`config.mk`:
```
export PLATFORM = sky130hd
export DESIGN_NAME = irq_ctrl
export DESIGN_NICKNAME = d
export VERILOG_FILES = /design/src/rtl/irq_ctrl.sv
export SDC_FILE = /design/constraint.sdc
export NUM_CORES = 1
export LEC_CHECK = 0
export BUFFER_PORTS_ARGS = -buffer_cell sky130_fd_sc_hd__buf_2
export CORE_ASPECT_RATIO = 1.2
export CORE_MARGIN = 3
export CORE_UTILIZATION = 35
export DETAILED_ROUTE_END_ITERATION = 7
export GPL_TIMING_DRIVEN = 0
export PLACE_DENSITY = 0.56
export SYNTH_ARGS = -nofsm -noshare
export SYNTH_HDL_FRONTEND = slang
export SYNTH_SLANG_ARGS = --single-unit
```
`constraint.sdc`:
```
create_clock -name phi2 -period 4.7 [get_ports phi2]
set_input_delay 0.235 -clock phi2 [delete_from_list [all_inputs] [get_ports phi2]]
set_output_delay 0.235 -clock phi2 [all_outputs]
set_load 0.03 [all_outputs]
```
`src/rtl/irq_ctrl.sv`:
```
// irq_ctrl: interrupt controller in front of the 65c02 core.
// Synchronises 8 maskable sources and one NMI source to phi2, latches
// level/edge events into STATUS, exposes STATUS/ENABLE/MODE/ID on the CPU bus,
// and produces an NMI pulse of fixed width with guaranteed inter-pulse spacing.
module irq_ctrl #(
    parameter int NMI_WIDTH = 4,
    parameter int NMI_GAP   = 2
) (
    input  logic       phi2,
    input  logic       rst,
    input  logic [7:0] irq_src,
    input  logic       nmi_src,
    input  logic       cs,
    input  logic       rwb,
    input  logic [1:0] addr,
    input  logic [7:0] d_in,
    output logic [7:0] d_out,
    output logic       irqb,
    output logic       nmib
);

    // Counter is sized for the longer of the two phases; the +1 keeps it at
    // least 2 bits wide so the decrement constant below is always well formed.
    localparam int NMI_MAX = (NMI_WIDTH > NMI_GAP) ? NMI_WIDTH : NMI_GAP;
    localparam int CW      = $clog2(NMI_MAX + 1) + 1;

    localparam logic [1:0] ST_IDLE = 2'd0;
    localparam logic [1:0] ST_LOW  = 2'd1;
    localparam logic [1:0] ST_GAP  = 2'd2;

    localparam logic [1:0] A_STATUS = 2'd0;
    localparam logic [1:0] A_ENABLE = 2'd1;
    localparam logic [1:0] A_MODE   = 2'd2;
    localparam logic [1:0] A_ID     = 2'd3;

    logic [7:0]    irq_s1_r;
    logic [7:0]    irq_s2_r;
    logic [7:0]    irq_prev_r;
    logic [7:0]    pending_r;
    logic [7:0]    enable_r;
    logic [7:0]    mode_r;
    logic          irqb_r;

    logic          nmi_s1_r;
    logic          nmi_s2_r;
    logic          nmi_prev_r;
    logic          nmi_req_r;
    logic [1:0]    nmi_state_r;
    logic [CW-1:0] nmi_cnt_r;
    logic          nmib_r;

    logic          wr_s;
    logic          rd_s;
    logic [7:0]    status_clr_s;
    logic [7:0]    sw_set_s;
    logic [7:0]    irq_rise_s;
    logic [7:0]    pending_nxt_s;
    logic [7:0]    masked_s;
    logic          active_s;
    logic [2:0]    idx_s;
    logic          nmi_rise_s;
    logic          nmi_take_s;

    assign wr_s         = cs & ~rwb;
    assign rd_s         = cs & rwb;
    assign status_clr_s = (wr_s && (addr == A_STATUS)) ? d_in : 8'h00;
    assign sw_set_s     = (wr_s && (addr == A_ID))     ? d_in : 8'h00;
    assign irq_rise_s   = irq_s2_r & ~irq_prev_r;

    // Edge-mode bits: set (hardware edge or software trigger) beats W1C.
    // Level-mode bits simply mirror the synchronised source.
    assign pending_nxt_s = (mode_r & (irq_rise_s | sw_set_s | (pending_r & ~status_clr_s)))
                         | (~mode_r & irq_s2_r);

    assign masked_s   = pending_r & enable_r;
    assign active_s   = |masked_s;
    assign nmi_rise_s = nmi_s2_r & ~nmi_prev_r;
    assign nmi_take_s = (nmi_state_r == ST_IDLE) & nmi_req_r;

    assign irqb = irqb_r;
    assign nmib = nmib_r;

    // Lowest-numbered enabled pending source; scanning downwards lets the lowest win.
    always_comb begin
        idx_s = 3'd0;
        for (int i = 7; i >= 0; i--) begin
            if (masked_s[i]) begin
                idx_s = 3'(i);
            end else begin
                idx_s = idx_s;
            end
        end
    end

    // Combinational register read mux; bus is driven to zero when not selected.
    always_comb begin
        d_out = 8'h00;
        if (rd_s) begin
            case (addr)
                A_STATUS: d_out = pending_r;
                A_ENABLE: d_out = enable_r;
                A_MODE:   d_out = mode_r;
                A_ID:     d_out = {active_s, 4'b0000, idx_s};
                default:  d_out = 8'h00;
            endcase
        end else begin
            d_out = 8'h00;
        end
    end

    // Two-flop synchronisers and edge history for the maskable sources.
    always_ff @(posedge phi2 or posedge rst) begin
        if (rst) begin
            irq_s1_r   <= 8'h00;
            irq_s2_r   <= 8'h00;
            irq_prev_r <= 8'h00;
        end else begin
            irq_s1_r   <= irq_src;
            irq_s2_r   <= irq_s1_r;
            irq_prev_r <= irq_s2_r;
        end
    end

    // ENABLE and MODE software registers.
    always_ff @(posedge phi2 or posedge rst) begin
        if (rst) begin
            enable_r <= 8'h00;
            mode_r   <= 8'h00;
        end else begin
            if (wr_s && (addr == A_ENABLE)) begin
                enable_r <= d_in;
            end
            if (wr_s && (addr == A_MODE)) begin
                mode_r <= d_in;
            end
        end
    end

    // Pending event latch (STATUS).
    always_ff @(posedge phi2 or posedge rst) begin
        if (rst) begin
            pending_r <= 8'h00;
        end else begin
            pending_r <= pending_nxt_s;
        end
    end

    // Registered active-low IRQ to the core.
    always_ff @(posedge phi2 or posedge rst) begin
        if (rst) begin
            irqb_r <= 1'b1;
        end else begin
            irqb_r <= ~active_s;
        end
    end

    // NMI synchroniser, edge history and request latch; a new edge wins over consumption.
    always_ff @(posedge phi2 or posedge rst) begin
        if (rst) begin
            nmi_s1_r   <= 1'b0;
            nmi_s2_r   <= 1'b0;
            nmi_prev_r <= 1'b0;
            nmi_req_r  <= 1'b0;
        end else begin
            nmi_s1_r   <= nmi_src;
            nmi_s2_r   <= nmi_s1_r;
            nmi_prev_r <= nmi_s2_r;
            nmi_req_r  <= nmi_rise_s | (nmi_req_r & ~nmi_take_s);
        end
    end

    // NMI pulse shaper: LOW for NMI_WIDTH cycles, then at least NMI_GAP+1 high cycles.
    always_ff @(posedge phi2 or posedge rst) begin
        if (rst) begin
            nmi_state_r <= ST_IDLE;
            nmi_cnt_r   <= {CW{1'b0}};
            nmib_r      <= 1'b1;
        end else begin
            case (nmi_state_r)
                ST_IDLE: begin
                    if (nmi_req_r) begin
                        nmi_state_r <= ST_LOW;
                        nmi_cnt_r   <= CW'(NMI_WIDTH - 1);
                        nmib_r      <= 1'b0;
                    end
                end
                ST_LOW: begin
                    if (nmi_cnt_r != {CW{1'b0}}) begin
                        nmi_cnt_r <= nmi_cnt_r - {{(CW-1){1'b0}}, 1'b1};
                    end else begin
                        nmi_state_r <= ST_GAP;
                        nmi_cnt_r   <= CW'(NMI_GAP - 1);
                        nmib_r      <= 1'b1;
                    end
                end
                ST_GAP: begin
                    if (nmi_cnt_r != {CW{1'b0}}) begin
                        nmi_cnt_r <= nmi_cnt_r - {{(CW-1){1'b0}}, 1'b1};
                    end else begin
                        nmi_state_r <= ST_IDLE;
                    end
                end
                default: begin
                    nmi_state_r <= ST_IDLE;
                    nmi_cnt_r   <= {CW{1'b0}};
                    nmib_r      <= 1'b1;
                end
            endcase
        end
    end

endmodule

```
==> run summary, run 1 <==
Worst hold margin: -0.00561 ns
Critical path arrival: 1.67 ns
RSZ-0062 raised after global routing: no
Avg Synthesized Cell Area: 11.1 sq um
Synth top area share: 55.2%
Vias in the first global route: 1,872
Number of flops mapped to enable cells by yosys: 0
Startpoint Class: register
HPWL after detailed placement: 3840 microns
Final hold vios: 17
# Post-CTS Setup Buffers: 0
Final wirelength: 5690 microns
H-tree depth: 3
Cell variety after synth: 38
Final setup margin: 2.80 ns
Placement Setup Slack: 2.96 ns
Top_reg_cell synth: dfrtp_1
RePlAce Congestion: 0.815
Transition time of the tightest slew-check pin: 0.689 ns
Io pins: 33
Crit path time final: 1.90 ns
Vias per inst: 4.99
VDD IR max: 0.000379 V
Via count: 1,923
WP data required: 4.47 ns
# Max-Cap Violations: 0
Full die area: 0.00859 sq mm
Antenna viol nets, final: 0
R2R setup slack: 2.97 ns
CTS Buffer Depth: 2
1st-pass router iterations: 4
Leading area contributor after synthesis: dfrtp_1
HP Class: primary input to async pin
Synth area leaders: dfrtp_1 55%, nand2_1 5.3%, mux2_4 4.6%
# DRC: 0
Clock root cell: clkbuf_8
Area growth, synth to finish: 22.3%
CTS buffer count: 9
Initial antenna violation count: 0
Core ar.: 0.00727 sq mm
Fmax: 0.525 GHz
Clock sink count: 60
Worst-Skew Late Latency: 0.34 ns
Setup CP Type: register to output pin
Register area share after synthesis: 57.2%
N_diodes: 0
GRT Util Overall: 14.4%
Ratio of cells with drive above 1 in the final layout: 26.8%
Die W: 85.1 microns
Routed len/inst: 14.8 microns
Row count: 34
Starting DRT DRC Count: 123
Post-Syn Nets: 262
Slew Limit Fails: 0
Max incr delay on CP: 0.39 ns
Outcome: complete, but fails checks
Die height: 101 microns
Maximum number of pins on one net before global-route repair: 33
First-pass GRT wire length: 9470 microns
Worst Skew: 0.00793 ns
Cell with the most instances after synthesis: dfrtp_1
Endpoints failing setup: 0
CP Cell Sequence: nand2_1 -> a32o_1 -> a211oi_1 -> nor3_1 -> buf_2
Slowest cell on the critical path: dfrtp_1
LEAKAGE: 1.44 nW
Mapped Area: 0.00263 sq mm
Worst Setup End Kind: output pin
Syn Inst Count: 237
Port buffer count: 32
Slew Limit Headroom: 54.0%
# nets final: 315
Initial core utilization: 36.1%
Clock slew at reported path FFs: 0.07 ns
CTS tree: built
Commonest cells in the netlist: 58 x dfrtp_1, 37 x nand2_1, 19 x nor2_1, 15 x o21ai_0, 13 x a21oi_1
Critical path fanouts, max: 4
Ys async rst share: 100%
Yosys reg bits: 60
Power Density: 485 mW/mm^2
Warning count from the yosys run: 0
Failing checks: hold timing
Setup_tns: 0 ns
Final period util: 40.5%
GRT overflow: 0
## path summary, 6_finish.rpt
check	from	end	cells past startpoint
worst max-delay path	pending_r[6]$_DFF_PP0_	d_out[0]	5
max in group asynchronous	rst	irqb$_DFF_PP1_	3
worst max register to register	nmi_cnt_r[0]$_DFFE_PP0P_	nmi_cnt_r[1]$_DFFE_PP0P_	6
worst min register to register	irq_s1_r[4]$_DFF_PP0_	irq_s2_r[4]$_DFF_PP0_	0
min in group phi2	d_in[1]	mode_r[1]$_DFFE_PP0P_	2
worst min-delay path	rst	irq_s2_r[4]$_DFF_PP0_	2
## through the flow
step | hold WS, ns | total power, mW | instance area (sq um) | instances | util [%]
6_report | -0.00561 | 1.56 | 3210 | 385 | 44.2
5_1_grt | 0.0476 | 1.66 | 3210 | 385 | 44.2
4_1_cts | 0.0186 | 1.57 | 3210 | 385 | 44.2
3_5_place_dp | 0.335 | 1.09 | 2920 | 360 | 40.2
3_3_place_gp | 0.332 | 1.08 | 2900 | 359 | 39.9
2_1_floorplan | 0.266 | 0.989 | 2630 | 237 | -
## worst max-delay path: cells and delay by family, from the launching register on
family	cells	cell delay [ns]
AOI/OAI and AO/OA	2	0.54
DFF	1	0.39
and+or+nand+nor	2	0.22
buffers and inverters	1	0.20
## state kept, by name (all words and copies together), names as in the netlist, 2 cells and up
signal and cells:
enable_r 8, irq_prev_r 8, irq_s1_r 8, irq_s2_r 8, mode_r 8, pending_r 8
nmi_cnt_r 4, nmi_state_r 2
## cells by family after synthesis
| group | synth area share, % |
|---|---|
| AOI/OAI and AO/OA | 14.6 |
| xor gates and xnor gates | 0.333 |
| adders and majority gates | 0.952 |
| buffers and inverters | 3.24 |
| DFF | 57.2 |
| muxes | 10.7 |
| and+or+nand+nor | 13.0 |
## cells in the final DEF (no fill, tap or decap), drive strengths merged, types with 2 or more instances in the layout
| cell | instances |
|---|---|
| o21ai | 15 |
| nand3 | 2 |
| nand2 | 37 |
| ha | 2 |
| dfstp | 2 |
| and2 | 2 |
| dlygate4sd3 | 9 |
| a22oi | 3 |
| a21oi | 13 |
| dfrtp | 58 |
| a32oi | 8 |
| a31oi | 8 |
| mux2i | 7 |
| clkinv | 2 |
| inv | 6 |
| nor3 | 5 |
| nor3b | 3 |
| a211oi | 2 |
| a32o | 2 |
| buf | 41 |
| nor2 | 19 |
| o22ai | 3 |
| nor2b | 3 |
| clkbuf | 14 |
| mux2 | 16 |
## final cells by class
type,count,area [sq um]
plain buffers,10,62.6
clock buffers,12,155
clock inverters,4,47.5
fillers,710,4060
inverters,6,22.5
multi-input cells,161,1040
flip-flops and latches,60,1500
well taps,90,113
repair buffers,42,270
## metal layers
metal | vias up | GRT usage (%) | share of wire, %
li1 | 949 | - | -
met1 | 924 | 19.4 | 49
met2 | 40 | 21.2 | 44
met3 | 10 | 4.09 | 4.8
met4 | 0 | 7.31 | 2.2
met5 | - | 0 | 0
## repair_timing
action,in CTS,in global routing
hold buffers,9,0
endpoints found under the hold margin,9,0
gates resized for setup,0,0
## power by group
group	switching (mW)	leakage [nW]	internal [mW]
Combinational	0.199	0.632	0.179
Clock	0.203	0.102	0.272
Sequential	0.0932	0.702	0.614
(Power assumes the default switching activity.)
==> run 2, diff against run 1 <==
--- a/config.mk
+++ b/config.mk
@@ -11,7 +11,7 @@
 export CORE_UTILIZATION = 35
 export DETAILED_ROUTE_END_ITERATION = 7
 export GPL_TIMING_DRIVEN = 0
-export PLACE_DENSITY = 0.56
+export PLACE_DENSITY = 0.58
 export SYNTH_ARGS = -nofsm -noshare
 export SYNTH_HDL_FRONTEND = slang
 export SYNTH_SLANG_ARGS = --single-unit
==> constraint.sdc (replaced) <==
create_clock -name phi2 -period 1.58 [get_ports phi2]
set_input_delay 0.079 -clock phi2 [delete_from_list [all_inputs] [get_ports phi2]]
set_output_delay 0.079 -clock phi2 [all_outputs]
set_load 0.03 [all_outputs]
==> run 2 against run 1 <==
Net effect:
- the flow finishes with violations (setup timing)
- core utilization up 2.4 points
- clock skew down 0.0013 ns
- die area unchanged
- via count up 6.1%
- critical path depth unchanged
- first-iteration DRC count up 16%
- critical path type unchanged
==> run summary, run 2 (same netlist as run 1, synthesis figures left out) <==
Final Cell Area: 0.00339 sq mm
Post-Place Cell Area: 0.00292 sq mm
Endpoints failing setup: 1
CTS tree: built
Power Density: 1410 mW/mm^2
Setup CP Type: register to output pin
# nets final: 327
Core ar.: 0.00727 sq mm
First-pass GRT wire length: 10,200 microns
Vias in the first global route: 2,100
WP data required: 1.50 ns
VDD IR max: 0.000630 V
Worst Setup End Kind: output pin
CP Cell Sequence: buf_4 -> a32o_2 -> a211oi_2 -> nor3_2 -> buf_4
RePlAce Congestion: 0.818
Initial antenna violation count: 0
Failing checks: setup timing
H-tree depth: 3
Tot Pwr: 4.77 mW
Maximum number of pins on one net before global-route repair: 38
Antenna viol nets, final: 0
Setup_tns: -0.0338 ns
Final setup margin: -0.0338 ns
Die W: 85.1 microns
Slowest cell on the critical path: dfrtp_1
Slew Limit Fails: 0
Io pins: 33
Port buffer count: 32
Routed len/inst: 15.2 microns
Vias per inst: 5.14
Final wirelength: 6020 microns
Max incr delay on CP: 0.41 ns
1st-pass router iterations: 4
Die height: 101 microns
Critical path fanouts, max: 4
Full die area: 0.00859 sq mm
Worst path most repeated cell: buf_4
Ratio of cells with drive above 1 in the final layout: 35.5%
Final period util: 102%
Worst Skew: 0.00661 ns
Crit path time final: 1.61 ns
Commonest non-fill, non-tap cell in the layout: dfrtp_1
Clock root cell: clkbuf_8
Most frequent cells in the layout: 56 x dfrtp_1, 36 x nand2_1, 31 x buf_2
Slew Limit Headroom: 48.1%
N_diodes: 0
Outcome: complete, but fails checks
CTS Buffer Depth: 2
Transition time of the tightest slew-check pin: 0.776 ns
GRT overflow: 0
GRT Util Overall: 15.2%
Row count: 34
LEAKAGE: 1.50 nW
RSZ-0062 raised after global routing: yes
Initial core utilization: 36.1%
Starting DRT DRC Count: 143
CP delay by family, top: compound AO/OA/AOI/OAI gates
HPWL after detailed placement: 3890 microns
HP Class: primary input to register
WP buf/inv: 2
Area growth, synth to finish: 28.9%
Worst-Skew Late Latency: 0.33 ns
Final hold vios: 0
Fmax: 0.620 GHz
Startpoint Class: register
Via count: 2,041
# Max-Cap Violations: 0
Clock slew at reported path FFs: 0.07 ns
# DRC: 0
Critical path arrival: 1.53 ns
Clock sink count: 60
CTS buffer count: 9
==> run 2: layer usage <==
metal	vias to the layer above	GRT usage [%]	wire, microns
li1	978	-	-
met1	1015	19.9	2860
met2	40	23.4	2800
met3	8	3.84	258
met4	0	7.67	102
met5	-	0	0
==> run 2: where the power goes <==
group	switching [mW]	leakage [nW]	internal [mW]
registers	0.287	0.700	1.83
clock network	0.594	0.0889	0.601
logic	0.723	0.710	0.741
total	1.60	1.50	3.17
==> run 2: repair_timing <==
action | 4_1_cts | 5_1_grt
endpoints found under the setup margin | 8 | 10
pin swaps | 0 | 13
hold buffers | 10 | 0
endpoints found under the hold margin | 31 | 0
buffers inserted | 6 | 5
gates resized for setup | 12 | 25
==> run 2: path summary, 6_finish.rpt <==
check | slack, ns | cells past startpoint | endpoint | from
hold reg to reg | 0.35 | 0 | irq_s2_r[6]$_DFF_PP0_ | irq_s1_r[6]$_DFF_PP0_
hold / removal | 0.02 | 2 | mode_r[2]$_DFFE_PP0P_ | d_in[2]
max in group asynchronous | 0.57 | 4 | nmib$_DFFE_PP1P_ | rst
setup / recovery | -0.03 | 5 | d_out[0] | enable_r[3]$_DFFE_PP0P_
setup reg to reg | 0.08 | 6 | nmi_cnt_r[1]$_DFFE_PP0P_ | nmi_cnt_r[0]$_DFFE_PP0P_
min in group asynchronous | 0.35 | 3 | irq_prev_r[4]$_DFF_PP0_ | rst
==> run 2: per-stage QoR <==
step | utilization, % | hold WS (ns) | setup WS, ns | std cells
2_1_floorplan | - | 0.110 | 0.0196 | 237
3_3_place_gp | 39.9 | 0.187 | -0.814 | 359
3_5_place_dp | 40.2 | 0.171 | -0.191 | 360
4_1_cts | 45.0 | 0.00261 | -0.0537 | 392
5_1_grt | 46.6 | 0.0117 | -0.123 | 397
6_report | 46.6 | 0.0238 | -0.0338 | 397
==> run 2: cell type report <==
class,count,area (sq um)
Buffer,10,62.6
Clock buffer,11,141
Clock inverter,5,27.5
Fill cell,673,3880
Inverter,6,22.5
Multi-Input combinational cell,161,1130
Sequential cell,60,1510
Tap cell,90,113
Timing Repair Buffer,54,389
==> run 3, diff against run 2 <==
--- a/config.mk
+++ b/config.mk
@@ -10,7 +10,6 @@
 export CORE_MARGIN = 3
 export CORE_UTILIZATION = 35
 export DETAILED_ROUTE_END_ITERATION = 7
-export GPL_TIMING_DRIVEN = 0
 export PLACE_DENSITY = 0.58
 export SYNTH_ARGS = -nofsm -noshare
 export SYNTH_HDL_FRONTEND = slang
==> constraint.sdc (replaced) <==
create_clock -name phi2 -period 1.58 [get_ports phi2]
set_input_delay 0.079 -clock phi2 [delete_from_list [all_inputs] [get_ports phi2]]
set_output_delay 0.079 -clock phi2 [all_outputs]
set_load 0.02 [all_outputs]
==> run 3 against run 2 <==
Net effect:
- the run still ends with setup timing left
- total power increased by 8.7%
- first-iteration DRC count shrank 7.0%
- sequential power about the same
- final cell count grew 2.3%
- cell area rose by 3.8%
- clock-buffer cell count rose by 1
- clock skew up 0.0016 ns
- via count up 1.9%
- global-route usage increased by 0.14 points
- hold slack better by 0.0021 ns
- clock power grew 34%
- largest cell class unchanged
==> run summary, run 3 (same netlist as run 1, synthesis figures left out) <==
Outcome: complete, but fails checks
Initial core utilization: 36.1%
GRT overflow: 0
Endpoints failing setup: 1
Max incr delay on CP: 0.42 ns
Maximum number of pins on one net before global-route repair: 22
Die W: 85.1 microns
HPWL after detailed placement: 3900 microns
Final hold vios: 0
Startpoint Class: register
CTS buffer count: 9
# Max-Cap Violations: 0
Commonest non-fill, non-tap cell in the layout: dfrtp_1
Clock slew at reported path FFs: 0.07 ns
LEAKAGE: 1.59 nW
Worst-Skew Late Latency: 0.33 ns
Via count: 2,079
RSZ-0062 raised after global routing: yes
Placement Setup Slack: -0.0197 ns
Fmax: 0.616 GHz
Worst Setup End Kind: output pin
Die height: 101 microns
# DRC: 0
WP data required: 1.50 ns
Final design utilization: 48.4%
N_diodes: 0
WP buf/inv: 1
CP Cell Sequence: a22oi_2 -> nand3_2 -> nor2_2 -> o22ai_2 -> buf_6
CTS Buffer Depth: 2
First-pass GRT wire length: 10,300 microns
Worst hold margin: 0.0259 ns
Critical path fanouts, max: 3
Area growth, synth to finish: 33.9%
Row count: 34
Transition time of the tightest slew-check pin: 0.630 ns
Slew Limit Fails: 0
Starting DRT DRC Count: 133
Initial antenna violation count: 0
Power Density: 1470 mW/mm^2
Vias in the first global route: 2,134
1st-pass router iterations: 4
Worst Skew: 0.00817 ns
VDD IR max: 0.000957 V
Routed len/inst: 14.6 microns
# nets final: 336
GRT Util Overall: 15.4%
Port buffer count: 32
HP Class: primary input to register
Slowest cell on the critical path: dfrtp_1
Final setup margin: -0.0441 ns
CP delay by family, top: flip-flops
H-tree depth: 3
Most frequent cells in the layout: 57 x dfrtp_1, 36 x nand2_1, 31 x buf_4
Critical path arrival: 1.55 ns
Antenna viol nets, final: 0
Clock sink count: 60
Core ar.: 0.00727 sq mm
Ratio of cells with drive above 1 in the final layout: 37.3%
Io pins: 33
Setup CP Type: register to output pin
Final period util: 103%
Full die area: 0.00859 sq mm
Crit path time final: 1.62 ns
Clock root cell: clkbuf_8
CTS tree: built
RePlAce Congestion: 0.820
Failing checks: setup timing
Slew Limit Headroom: 58.0%
Tot Pwr: 5.19 mW
Filler cell count: 670
Final wirelength: 5930 microns
Vias per inst: 5.12
-- run 3: changes by cell type in the layout (fill, tap and decap cells not counted), sizes merged --
| cell | delta |
|---|---|
| clkinv | -2 |
| clkbuf | -1 |
| clkinvlp | -1 |
| bufinv | +2 |
| buf | +11 |
-- run 3: per-stage QoR --
stage,std cells,instance area (sq um),setup TNS (ns)
4_1_cts,403,3450,-0.0195
2_1_floorplan,237,2630,0
6_report,406,3520,-0.0441
5_1_grt,406,3520,-0.502
3_5_place_dp,363,2970,-0.0197
3_3_place_gp,363,2970,0
-- run 3: path summary, 6_finish.rpt --
kind / start / end / slack [ns] / depth (start not counted)
max in group asynchronous: rst / irqb$_DFF_PP1_ / 0.71 / 4
min in group asynchronous: rst / nmi_cnt_r[2]$_DFFE_PP0P_ / 0.32 / 3
min reg2reg: irq_s1_r[4]$_DFF_PP0_ / irq_s2_r[4]$_DFF_PP0_ / 0.34 / 0
max reg2reg: nmi_cnt_r[1]$_DFFE_PP0P_ / nmi_cnt_r[1]$_DFFE_PP0P_ / 0.08 / 7
min: d_in[3] / mode_r[3]$_DFFE_PP0P_ / 0.03 / 2
max: pending_r[5]$_DFF_PP0_ / d_out[7] / -0.04 / 5
-- run 3: routing by layer --
layer	global-route usage [%]	vias up	share of wire, %	wire (microns)
met2	24.2	46	46	2750
li1	-	997	-	-
met1	19.5	1022	46	2740
met3	3.68	14	4.9	289
met4	8.16	0	2.6	153
met5	0	-	0	0
-- run 3: layout make-up --
cell class              count  area [sq um]  area share (%)
well taps                  90           113            3.20
repair buffers             73           542            15.4
clock buffers              12           165            4.69
flip-flops and latches     60          1510            42.8
inverters                   6          22.5           0.640
multi-input cells         161          1100            31.3
clock inverters             4          70.1            1.99
-- run 3: power breakdown --
part	internal, mW	switching (mW)	leakage, nW	total, mW
clock network	1.01	0.580	0.122	1.59
registers	1.83	0.307	0.701	2.13
logic	0.798	0.666	0.765	1.46
total	3.64	1.55	1.59	5.19
-- run 3: timing repair --
action,CTS,global route
endpoints found under the hold margin,27,0
endpoints found under the setup margin,4,10
hold buffers,10,0
pin swaps,6,4
setup buffers,14,4
resized for setup,10,17
